--- src/rtl/mm_job_scheduler_pkg.sv ---
// Shared types for the matmul job scheduler:
// FSM states, completion record and default sizing.
package mm_sched_pkg;

  localparam int NUM_REQ_D = 4;
  localparam int TAG_W_D   = 4;
  localparam int TIMEOUT_D = 4095;
  localparam int ID_W_D    = $clog2(NUM_REQ_D);
  localparam int CYC_W_D   = $clog2(TIMEOUT_D + 1);

  typedef enum logic [2:0] {
    IDLE,
    START,
    RUN,
    RESP,
    DRAIN
  } sched_state_t;

  typedef struct packed {
    logic [ID_W_D-1:0]  id;
    logic [TAG_W_D-1:0] tag;
    logic               err;
    logic [CYC_W_D-1:0] cycles;
  } job_rec_t;

endpackage

--- src/rtl/mm_job_scheduler_if.sv ---
// Request, compute-unit and response bundle
// between requesters, scheduler and engine.
interface mm_job_scheduler_if
  import mm_sched_pkg::*;
#(
  parameter int NUM_REQ = NUM_REQ_D,
  parameter int TAG_W   = TAG_W_D,
  parameter int TIMEOUT = TIMEOUT_D
);
  localparam int ID_W  = $clog2(NUM_REQ);
  localparam int CYC_W = $clog2(TIMEOUT + 1);

  logic [NUM_REQ-1:0]       req_valid;
  logic [NUM_REQ*TAG_W-1:0] req_tag;
  logic [NUM_REQ-1:0]       req_ready;
  logic                     cu_start;
  logic                     cu_done;
  logic                     rsp_valid;
  logic                     rsp_ready;
  logic [ID_W-1:0]          rsp_id;
  logic [TAG_W-1:0]         rsp_tag;
  logic                     rsp_err;
  logic [CYC_W-1:0]         rsp_cycles;

  modport slave (
    input  req_valid, req_tag, cu_done, rsp_ready,
    output req_ready, cu_start, rsp_valid,
    output rsp_id, rsp_tag, rsp_err, rsp_cycles
  );

  modport master (
    output req_valid, req_tag, cu_done, rsp_ready,
    input  req_ready, cu_start, rsp_valid,
    input  rsp_id, rsp_tag, rsp_err, rsp_cycles
  );

endinterface

--- src/rtl/mm_job_scheduler_arb.sv ---
// Round-robin picker: first requester at or
// after ptr_i, wrapping; purely combinational.
module rr_arbiter #(
  parameter  int N  = 4,
  localparam int IW = $clog2(N)
) (
  input  logic [N-1:0]  req_i,
  input  logic [IW-1:0] ptr_i,
  output logic [N-1:0]  gnt_o,
  output logic [IW-1:0] idx_o,
  output logic          any_o
);

  always_comb begin
    logic [IW:0] pos;
    logic        found;
    gnt_o = '0;
    idx_o = '0;
    found = 1'b0;
    pos   = '0;
    for (int k = 0; k < N; k++) begin
      pos = {1'b0, ptr_i} + (IW+1)'(k);
      if (pos >= (IW+1)'(N)) pos = pos - (IW+1)'(N);
      if (!found && req_i[pos[IW-1:0]]) begin
        found              = 1'b1;
        idx_o              = pos[IW-1:0];
        gnt_o[pos[IW-1:0]] = 1'b1;
      end
    end
    any_o = found;
  end

endmodule

--- src/rtl/mm_job_scheduler.sv ---
// Shares one matmul engine among requesters:
// RR grant, start pulse, runtime, watchdog.
module mm_job_scheduler
  import mm_sched_pkg::*;
#(
  parameter int NUM_REQ = NUM_REQ_D,
  parameter int TAG_W   = TAG_W_D,
  parameter int TIMEOUT = TIMEOUT_D
) (
  input  logic             clk,
  input  logic             rst,
  mm_job_scheduler_if.slave bus,
  output logic             busy
);

  localparam int ID_W  = $clog2(NUM_REQ);
  localparam int CYC_W = $clog2(TIMEOUT + 1);
  localparam logic [CYC_W-1:0] TMO  = CYC_W'(TIMEOUT);
  localparam logic [ID_W-1:0]  LAST = ID_W'(NUM_REQ - 1);

  sched_state_t state_q, state_d;
  logic [ID_W-1:0]  rr_q, rr_d;
  job_rec_t         rec_q, rec_d;
  logic [CYC_W-1:0] cnt_q, cnt_d;
  logic             late_q, late_d;

  logic [NUM_REQ-1:0] gnt;
  logic [ID_W-1:0]    gnt_idx;
  logic               gnt_any;

  rr_arbiter #(.N(NUM_REQ)) u_arb (
    .req_i (bus.req_valid),
    .ptr_i (rr_q),
    .gnt_o (gnt),
    .idx_o (gnt_idx),
    .any_o (gnt_any)
  );

  always_ff @(posedge clk) begin
    if (rst) begin
      state_q <= IDLE;
      rr_q    <= '0;
      rec_q   <= '0;
      cnt_q   <= '0;
      late_q  <= 1'b0;
    end else begin
      state_q <= state_d;
      rr_q    <= rr_d;
      rec_q   <= rec_d;
      cnt_q   <= cnt_d;
      late_q  <= late_d;
    end
  end

  always_comb begin
    state_d = state_q;
    rr_d    = rr_q;
    rec_d   = rec_q;
    cnt_d   = cnt_q;
    late_d  = late_q;
    unique case (state_q)
      IDLE: begin
        if (gnt_any) begin
          rec_d.id     = gnt_idx;
          rec_d.tag    = bus.req_tag[gnt_idx*TAG_W +: TAG_W];
          rec_d.err    = 1'b0;
          rec_d.cycles = '0;
          rr_d    = (gnt_idx == LAST) ? '0 : gnt_idx + 1'b1;
          state_d = START;
        end
      end
      START: begin
        cnt_d   = CYC_W'(1);
        state_d = RUN;
      end
      RUN: begin
        if (bus.cu_done) begin
          rec_d.err    = 1'b0;
          rec_d.cycles = cnt_q;
          state_d      = RESP;
        end else if (cnt_q == TMO) begin
          rec_d.err    = 1'b1;
          rec_d.cycles = TMO;
          state_d      = RESP;
        end else begin
          cnt_d = cnt_q + 1'b1;
        end
      end
      RESP: begin
        if (bus.cu_done && rec_q.err) late_d = 1'b1;
        if (bus.rsp_ready) begin
          late_d = 1'b0;
          // a late done landing on the accept cycle also frees the engine
          if (rec_q.err && !(late_q || bus.cu_done))
            state_d = DRAIN;
          else
            state_d = IDLE;
        end
      end
      DRAIN: begin
        if (bus.cu_done) begin
          late_d  = 1'b0;
          state_d = IDLE;
        end
      end
      default: state_d = IDLE;
    endcase
  end

  always_comb begin
    bus.req_ready = '0;
    if (state_q == IDLE) bus.req_ready = gnt;
    bus.cu_start  = (state_q == START);
    bus.rsp_valid = (state_q == RESP);
  end

  assign bus.rsp_id     = rec_q.id;
  assign bus.rsp_tag    = rec_q.tag;
  assign bus.rsp_err    = rec_q.err;
  assign bus.rsp_cycles = rec_q.cycles;
  assign busy           = (state_q != IDLE);

endmodule

--- src/flat_wrapper.sv ---
// flat-port wrapper written by rule: the top's interface ports become plain ports
module mm_job_scheduler_flat import mm_sched_pkg::*;
#(
  parameter int NUM_REQ = NUM_REQ_D,
  parameter int TAG_W   = TAG_W_D,
  parameter int TIMEOUT = TIMEOUT_D
)
  (clk, rst, busy, bus_req_valid, bus_req_tag, bus_cu_done, bus_rsp_ready, bus_req_ready, bus_cu_start, bus_rsp_valid, bus_rsp_id, bus_rsp_tag, bus_rsp_err, bus_rsp_cycles);
  mm_job_scheduler_if #(.NUM_REQ(NUM_REQ), .TAG_W(TAG_W), .TIMEOUT(TIMEOUT)) bus_i ();
  input  logic clk;
  input  logic rst;
  output logic busy;
  input wire logic [$bits(bus_i.req_valid)-1:0] bus_req_valid;
  input wire logic [$bits(bus_i.req_tag)-1:0] bus_req_tag;
  input wire logic [$bits(bus_i.cu_done)-1:0] bus_cu_done;
  input wire logic [$bits(bus_i.rsp_ready)-1:0] bus_rsp_ready;
  output wire logic [$bits(bus_i.req_ready)-1:0] bus_req_ready;
  output wire logic [$bits(bus_i.cu_start)-1:0] bus_cu_start;
  output wire logic [$bits(bus_i.rsp_valid)-1:0] bus_rsp_valid;
  output wire logic [$bits(bus_i.rsp_id)-1:0] bus_rsp_id;
  output wire logic [$bits(bus_i.rsp_tag)-1:0] bus_rsp_tag;
  output wire logic [$bits(bus_i.rsp_err)-1:0] bus_rsp_err;
  output wire logic [$bits(bus_i.rsp_cycles)-1:0] bus_rsp_cycles;
  assign bus_i.req_valid = bus_req_valid;
  assign bus_i.req_tag = bus_req_tag;
  assign bus_i.cu_done = bus_cu_done;
  assign bus_i.rsp_ready = bus_rsp_ready;
  assign bus_req_ready = bus_i.req_ready;
  assign bus_cu_start = bus_i.cu_start;
  assign bus_rsp_valid = bus_i.rsp_valid;
  assign bus_rsp_id = bus_i.rsp_id;
  assign bus_rsp_tag = bus_i.rsp_tag;
  assign bus_rsp_err = bus_i.rsp_err;
  assign bus_rsp_cycles = bus_i.rsp_cycles;
  mm_job_scheduler #(.NUM_REQ(NUM_REQ), .TAG_W(TAG_W), .TIMEOUT(TIMEOUT)) u_core (.clk(clk), .rst(rst), .bus(bus_i), .busy(busy));
endmodule
--- config.mk ---
export PLATFORM = sky130hd
export DESIGN_NAME = mm_job_scheduler_flat
export DESIGN_NICKNAME = d
export VERILOG_FILES = /design/src/rtl/mm_job_scheduler_pkg.sv /design/src/rtl/mm_job_scheduler_if.sv /design/src/rtl/mm_job_scheduler_arb.sv /design/src/rtl/mm_job_scheduler.sv /design/src/flat_wrapper.sv
export SDC_FILE = /design/constraint.sdc
export NUM_CORES = 1
export LEC_CHECK = 0
export ABC_AREA = 1
export CAP_MARGIN = 25
export CORE_MARGIN = 4
export CORE_UTILIZATION = 50
export DETAILED_ROUTE_END_ITERATION = 8
export MAX_ROUTING_LAYER = met4
export PLACE_DENSITY_LB_ADDON = 0.12
export SYNTH_ARGS = -nofsm -noshare
export SYNTH_HDL_FRONTEND = slang
export SYNTH_SLANG_ARGS = --single-unit
export TNS_END_PERCENT = 50
--- constraint.sdc ---
create_clock -name clk -period 4.2 [get_ports clk]
set_input_delay 1.05 -clock clk [delete_from_list [all_inputs] [get_ports clk]]
set_output_delay 1.05 -clock clk [all_outputs]
set_load 0.05 [all_outputs]
Word-level counts from Yosys, hierarchy flattened
Cells that the tools add are included.

Bits in registers: 37. Latch bits: 0. Bits in writable memories: 0. ROM bits: 0. Input port bits: 24. Output and inout port bits: 26. Logic and storage cells: 122. Memories: 0.

Add/sub/neg operators: 9. Multipliers: 0. Divide/modulo/power cells: 0. Magnitude comparators: 12. Equality and inequality tests: 13. Shift-type cells: 1. Muxes and demuxes: 52. Bitwise logic cells: 3. Reductions and logical operators: 24.

Operator list (number): 13-bit two-way mux (3); 13-bit one-hot mux with 2 select lines (1); 12-bit two-way mux (2); 12-bit one-hot mux with 2 select lines (1); 4-bit two-way mux (5); 2-bit two-way mux (9); 3-bit two-way mux (6); 16-bit by 5-bit variable part select with 4-bit output (1); 1-bit two-way mux (15); 3-bit one-hot mux with 5 select lines (1); 12-bit by 1-bit adder with 12-bit output, second input constant (1); 12-bit equality test, second input constant (1); 2-bit by 3-bit < comparator with 1-bit output, second input constant (4); 4-bit OR (3); 3-bit >= comparator, second input constant (3); 1-bit logical AND (9); 3-bit AND reduction (3); 1-bit binary-select mux with 2-bit select (4); 1-bit demux with 2-bit select (4); 2-bit by 1-bit >= comparator with 1-bit output, second input constant (4); 2-bit inequality test, second input constant (4); 2-bit by 1-bit subtractor with 2-bit output, second input constant (4); 2-bit by 2-bit adder with 3-bit output, second input constant (2); 3-bit by 2-bit equality test with 1-bit output, second input constant (2); other kinds (16) (22).

Longest topological paths before layout
Word-level depth: 16. Depth in mapped cells: 16. Gate-level depth less buffers: 15.

Cells and area by module
From an unflattened synthesis, not the netlist that was laid out.

Cell total of the unflattened synthesis: 358. Area, all modules: 2402.3 um2.

By module, submodules not included: mm_job_scheduler (instances 1, cells an instance 284, area an instance 1961.9 um2, sequential area each 740.7 um2); rr_arbiter (instances 1, cells an instance 74, area an instance 440.4 um2, sequential area each 0.0 um2).

Worst setup path after synthesis
Ideal clock, no wire load.

Path type: input to output. From: input port bus_req_valid[3]. To: output port bus_req_ready[0]. Arrival time: 2.214 ns. Data required time: 3.150 ns. Slack: 0.936 ns. Cell stages on the path: 10. Buffers on the path: 0. Path through: inv_1 -> nand2_2 -> nand3_2 -> nand2_4 -> nor2_8 -> nand2_1 -> inv_2 -> nand3_1 -> a31o_2 -> inv_1.

Longest elaborated chain between the ends: 13. Elaborated cells on any way between the ends: 25. Classes of those cells: 16 x mux; 3 x bitwise; 6 x reduce/logical.

Ends and longest elaborated chain: start: declaration (line flat_wrapper.sv:13) `input wire logic [$bits(bus_i.req_valid)-1:0] bus_req_valid;`; 1-bit binary-select mux with 2-bit select (line mm_job_scheduler_arb.sv:24) `if (!found && req_i[pos[IW-1:0]]) begin`; 1-bit two-way mux (implied by the code) (line mm_job_scheduler_arb.sv:24); 1-bit two-way mux (line mm_job_scheduler_arb.sv:24); 1-bit zero test (line mm_job_scheduler_arb.sv:24); 1-bit logical AND (line mm_job_scheduler_arb.sv:24); 1-bit two-way mux (line mm_job_scheduler_arb.sv:24); 1-bit zero test (line mm_job_scheduler_arb.sv:24); 1-bit logical AND (line mm_job_scheduler_arb.sv:24); 1-bit two-way mux (line mm_job_scheduler_arb.sv:24); 1-bit zero test (line mm_job_scheduler_arb.sv:24); 1-bit logical AND (line mm_job_scheduler_arb.sv:24); 4-bit two-way mux (*) (line mm_job_scheduler_arb.sv:24); 4-bit two-way mux (*) (line mm_job_scheduler.sv:112) `if (state_q == IDLE) bus.req_ready = gnt;`; end: declaration (line flat_wrapper.sv:17) `output wire logic [$bits(bus_i.req_ready)-1:0] bus_req_ready;`.

Mark *: on every way between the ends. The rest lies on a longest branch, timed or not. The select of a mux whose other input is x is not followed.

Worst setup path after layout
From: input port bus_req_valid[2]. To: output port bus_req_ready[0].

The elaborated chain is that of the path after synthesis.

==> insert_results.sql <==
INSERT INTO impl_metrics (metric_group, metric, value, unit) VALUES
('logic_synthesis', 'synthFlopType', 'sky130_fd_sc_hd__dfxtp_1', ''),
('clock_tree', 'hold_buffer_count_at_cts', '0', ''),
('placed_design', 'dpl.cell_count', '490', ''),
('logic_synthesis', 'synth_cell_type_count', '35', ''),
('logic_synthesis', 'synthesized_instance_count', '385', ''),
('grt', 'wire_length_of_the_first_global_routing_pass', '9.94', 'mm'),
('placed_design', 'detailed_place_hpwl', '4.48', 'mm'),
('die', 'chipHeight', '79.9', 'µm'),
('logic_synthesis', 'synth.top_cells.by_area', 'sky130_fd_sc_hd__dfxtp_1 (29%), sky130_fd_sc_hd__nand3_1 (12%), sky130_fd_sc_hd__nand2_1 (10%)', ''),
('timing', 'max_slew.worst_pin.slew', '0.583', 'ns'),
('clock_tree', 'number_of_instances_resized_during_post_cts_repair', '0', ''),
('die', 'die-area', '0.00638', 'mm²'),
('logic_synthesis', 'synth.cells.most_frequent', 'sky130_fd_sc_hd__nand2_1 (69), sky130_fd_sc_hd__nand3_1 (60), sky130_fd_sc_hd__inv_1 (59)', ''),
('outcome', 'run_status', 'finished clean', ''),
('worst_setup_path', 'worst-path-max-fanout', '8', ''),
('die', 'placeableCoreArea', '0.00488', 'mm²'),
('placed_design', 'placedInstanceArea', '0.00312', 'mm²'),
('logic_synthesis', 'post_synth_instance_area', '0.00258', 'mm²'),
('timing', 'setup_tns', '0', 'ns'),
('clock_tree', 'path_clk_slew', '0.07', 'ns'),
('clock_tree', 'h-tree-depth', '2', ''),
('logic_synthesis', 'syn-num-nets', '418', ''),
('worst_setup_path', 'setup.worst_path.end_class', 'primary output', ''),
('cells_and_area', 'design.final.nets', '463', ''),
('route', 'detail_route.vias_per_cell', '5.17', ''),
('die', 'start_util', '53.0', '%'),
('route', 'ant_nets', '0', ''),
('cells_and_area', 'flow.area_growth_from_synthesis', '24.4', '%'),
('route', 'detail_route.first_pass.iterations', '4', ''),
('clock_tree', 'cts_root_buf', 'sky130_fd_sc_hd__clkbuf_8', ''),
('die', 'placement_rows', '25', ''),
('timing', 'period_utilisation_layout', '90.0', '%'),
('min_path', 'worstHoldPathType', 'reg -> reg', ''),
('clock_tree', 'ctsLongestPathBuffers', '2', ''),
('logic_synthesis', 'ys.warnings.count', '0', ''),
('route', 'drc_errors', '0', ''),
('clock_tree', 'cts_tree', 'built', ''),
('logic_synthesis', 'ys_async_sr_fraction', '0', '%'),
('logic_synthesis', 'synth_area_leader_cell', 'sky130_fd_sc_hd__dfxtp_1', ''),
('timing', 'final_setup_violating_endpoints', '0', ''),
('pwr', 'power.density_cell_area', '734', 'mW/mm²'),
('cells_and_area', 'drive_above_1_share', '14.8', '%'),
('cells_and_area', 'area.sequential', '741', 'µm²'),
('cells_and_area', 'instances_no_fill', '498', ''),
('logic_synthesis', 'yosys.area.top_type_share', '28.7', '%'),
('logic_synthesis', 'seq_area_frac_synth', '28.7', '%'),
('grt', 'grt_util_all_layers', '19.4', '%'),
('pwr', 'power.ir.vdd_worst', '542', 'µV'),
('clock_tree', 'worst_skew_pair.late_latency', '0.29', 'ns'),
('worst_setup_path', 'cell_by_cell_trace_of_the_critical_path', 'clkdlybuf4s50_1, inv_1, nand2_1, nand3_2, nand2_4, nor2_8, nand2_1, inv_2, nand3_1, a31o_2, inv_1, buf_12', ''),
('worst_setup_path', 'worstPathArrival', '2.73', 'ns'),
('pwr', 'p_leak', '1.42', 'nW'),
('clock_tree', 'cts_setup_buffers', '0', ''),
('placed_design', 'portBuffers', '49', ''),
('cells_and_area', 'layout.cell_area.non_filler', '0.00322', 'mm²'),
('die', 'top_level_ports', '50', ''),
('logic_synthesis', 'avgSynthCellArea', '6.71', 'µm²'),
('logic_synthesis', 'synth.most_common_cell', 'sky130_fd_sc_hd__nand2_1', ''),
('route', 'finalWirelength', '5.83', 'mm'),
('logic_synthesis', 'synth-edff-count', '0', ''),
('grt', 'grt_start_max_net_pins', '27', ''),
('timing', 'timing_hold_violations_final', '0', ''),
('worst_setup_path', 'critical_path.startpoint_type', 'primary input', ''),
('timing', 'post-route-min-period', '3.78', 'ns'),
('placed_design', 'gp_routability_congestion', '0.883', ''),
('route', 'first_iter_violations', '140', ''),
('route', 'routed_len_inst', '11.7', 'µm'),
('worst_setup_path', 'crit_slowest_cell', 'sky130_fd_sc_hd__clkdlybuf4s50_1', ''),
('timing', 'grt_setup_unrepaired', 'no', ''),
('timing', 'max-slew-margin-rel', '61.0', '%'),
('timing', 'clock_skew', '0.0107', 'ns');
[kinds of logic (layout without fill, tap and decap cells)]
logic type	after synthesis	in the layout	synth area share [%]
xor gates and xnor gates	1	1	0.339
buffers and inverters	80	126	13.6
adders and majority gates	9	9	4.36
DFF	37	37	28.7
AOI/OAI and AO/OA	62	62	14.8
and+or+nand+nor	196	196	38.3
[critical path: cells and delay by family]
family                 cells  cell delay (ns)
and+or+nand+nor            6             0.61
AOI/OAI and AO/OA          1             0.20
buffers and inverters      5             0.86
[final timing paths]
path	slack, ns	to	from	cells after the start
max	0.42	bus_req_ready[0]	bus_req_valid[2]	12
min	0.47	u_core.bus.rsp_cycles[0]	u_core.bus.rsp_cycles[0]	2
max reg2reg	1.58	u_core.bus.rsp_cycles[0]	u_core.rr_q[1]	14
min reg2reg	0.47	u_core.bus.rsp_cycles[0]	u_core.bus.rsp_cycles[0]	2
[layer usage]
| metal | vias to the layer above | part of all wire (%) | track usage (%) | wire length (µm) |
|---|---|---|---|---|
| met2 | 51 | 45 | 29.9 | 2620 |
| met5 | - | 0 | - | 0 |
| met3 | 5 | 4.7 | 3.95 | 276 |
| li1 | 1336 | - | - | - |
| met4 | 0 | 0.72 | 5.07 | 42 |
| met1 | 1185 | 50 | 26.1 | 2890 |
[cell type report]
class / count / share of cell area (%)
clock inverter: 2 / 0.428
clock buffer: 6 / 2.57
inverter: 67 / 7.98
timing repair buffer: 51 / 17.0
multi-input combinational: 268 / 46.4
sequential: 37 / 23.0
tap: 67 / 2.61
[stage by stage]
step                      setup slack (ns)  hold slack (ns)
after CTS                            0.422            0.470
after detailed placement             0.427            0.454
after global placement               0.487            0.450
after global routing                 0.282            0.485
after floorplan                      0.936            0.440
final                                0.419            0.467
[sequential cells by signal (all words and copies together) (netlist names)]
register               flops
u_core.bus.rsp_cycles     12
u_core.bus.rsp_err         1
u_core.bus.rsp_id          2
u_core.bus.rsp_tag         4
u_core.cnt_q              12
u_core.late_q              1
u_core.rr_q                2
u_core.state_q             3
[layout by cell type, fill, tap and decap left out, types with 3 or more instances in the layout]
cell type                         Yosys  routed
sky130_fd_sc_hd__nand2_1             69      69
sky130_fd_sc_hd__nand3_1             60      60
sky130_fd_sc_hd__inv_1               59      59
sky130_fd_sc_hd__clkdlybuf4s50_1      0      45
sky130_fd_sc_hd__dfxtp_1             37      37
sky130_fd_sc_hd__a21oi_1             31      31
sky130_fd_sc_hd__nor2_1              22      22
sky130_fd_sc_hd__nand2_2             18      18
sky130_fd_sc_hd__nor3_1               9       9
sky130_fd_sc_hd__a21oi_2              9       9
sky130_fd_sc_hd__ha_1                 9       9
sky130_fd_sc_hd__inv_2                6       6
sky130_fd_sc_hd__o21ai_0              6       6
sky130_fd_sc_hd__clkbuf_8             0       6
sky130_fd_sc_hd__nand3_2              4       4
sky130_fd_sc_hd__nand2_4              4       4
sky130_fd_sc_hd__a22oi_1              4       4
sky130_fd_sc_hd__nand4_1              4       4
sky130_fd_sc_hd__buf_12               1       4
sky130_fd_sc_hd__nor2_4               3       3
[report_power, final]
part	internal (mW)	switching [mW]	total, mW
combinational	0.540	1.08	1.62
sequential	0.423	0.0558	0.479
clock	0.133	0.126	0.259
total	1.10	1.26	2.36
Note: power is estimated with default switching activity, not from simulation.
==> RTL edit, RTL diff (same settings) <==
Reset style: asynchronous (`rst`), changed in one clocked block.
--- a/src/rtl/mm_job_scheduler.sv
+++ b/src/rtl/mm_job_scheduler.sv
@@ -36,7 +36,7 @@
     .any_o (gnt_any)
   );
 
-  always_ff @(posedge clk) begin
+  always_ff @(posedge clk or posedge rst) begin
     if (rst) begin
       state_q <= IDLE;
       rr_q    <= '0;
Function: differs if rst is asserted again (counterexample within 4 cycles, from zero or initial values and one cycle with rst high); with rst held inactive, the same outputs for 10 cycles.
==> RTL edit against the original RTL <==
  * Count of clock-buffer cells in the layout stayed put
  * Synthesized cell count is 3.9% lower
  * Wire length is 4.6% higher
  * Register-to-register slack worse by 0.24 ns
  * Synthesized area is 3.2% higher
  * Total power is 11% higher
  * Largest power group unchanged
  * Sequential cell count stayed put
  * Design area is 2.9% higher
  * Setup slack worse by 0.12 ns
==> RTL edit: results (changes against the original RTL) <==
| Metric | Value |
|---|---|
| Post-DP HPWL | `4613 µm (+3.1%)` |
| Critical hold path startpoint | `u_core.bus.rsp_cycles[1]` |
| First drt pass iteration count | `5 (+1)` |
| Nets | `451 (-2.6%)` |
| Adder-Cell Fraction of Synth Area | `4.219% (-0.14 points)` |
| Top cells by area, synth | `dfrtp_1, nand2_1, nand3_1` |
| Fin crit share | `92.89% (+2.9 points)` |
| Vias per Instance | `5.153 (-0.41%)` |
| RR Startpoint | `u_core.rr_q[0]` |
| RePlAce Congestion | `0.8652 (-2.0%)` |
| Total Routing Usage GR | `21.00% (+1.6 points)` |
| Synth unique cells | `43 (+23%)` |
| Ys async rst share | `100.0% (+100 points)` |
| Largest net degree at the start of global routing | `38 (+41%)` |
| Pleak | `1.632 nW (+15%)` |
| FF-to-FF End | `u_core.bus.rsp_tag[1]` |
| Multi-input gate area in the final layout | `1450 µm² (-2.8%)` |
| Routed wl met3 | `348 µm (+26%)` |
| Non-clock inverters | `59 (-12%)` |
| First-pass GRT wire length | `10670 µm (+7.4%)` |
| Post-Route M1 WL | `3066 µm (+6.2%)` |
| Status | `completed` |
| Drt total wl | `6100 µm (+4.6%)` |
| Layout cells sized above 1 | `11.22% (-3.6 points)` |
| Initial DRC count | `201 (+44%)` |
| Syn_nets | `403 (-3.6%)` |
| Worst slew margin | `56.49% (-4.5 points)` |
| XOR/XNOR Fraction of Synth Area | `0.3282% (-0.011 points)` |
| Non-clock buffers | `50 (-2.0%)` |
| Post-synthesis sequential area ratio | `34.69% (+6.0 points)` |
| Slowest cell on the critical path | `dfrtp_1` |
| Compound-Gate Fraction of Synth Area | `9.705% (-5.1 points)` |
| Met2 usage | `29.80% (-0.081 points)` |
| Sequential share of cell area | `27.99% (+5.0 points)` |
| GRT met3 Usage | `3.215% (-0.74 points)` |
| Met2 wire length | `2635 µm (+0.42%)` |
| Vias in the first global route | `2290 (+0.93%)` |
RTL edit: cell families after synthesis:
logic type | count (synthesis)
AND/OR/NAND/NOR | 214
buffers and inverters | 68
AO/OA/AOI/OAI | 41
flip-flops | 37
adder cells (fa/ha/maj) | 9
XOR/XNOR | 1
RTL edit: per-stage QoR:
| stage | std cells | hold WS (ns) | cell area (µm²) | util (%) |
|---|---|---|---|---|
| 2_1_floorplan | 370 | 0.4907 | 2669 | - |
| 3_5_place_dp | 481 | 0.4580 | 3226 | 62.76 |
| 4_1_cts | 489 | 0.4765 | 3308 | 64.36 |
| 3_3_place_gp | 481 | 0.4518 | 3226 | 62.76 |
| 6_report | 489 | 0.4727 | 3308 | 64.36 |
| 5_1_grt | 489 | 0.4989 | 3308 | 64.36 |
RTL edit: worst register-to-register path: cells and delay by family (launching register included):
family	cells	cell delay, ns
AND/OR/NAND/NOR	8	1.23
flip-flops	1	0.71
adder cells (fa/ha/maj)	1	0.41
buffers and inverters	2	0.40
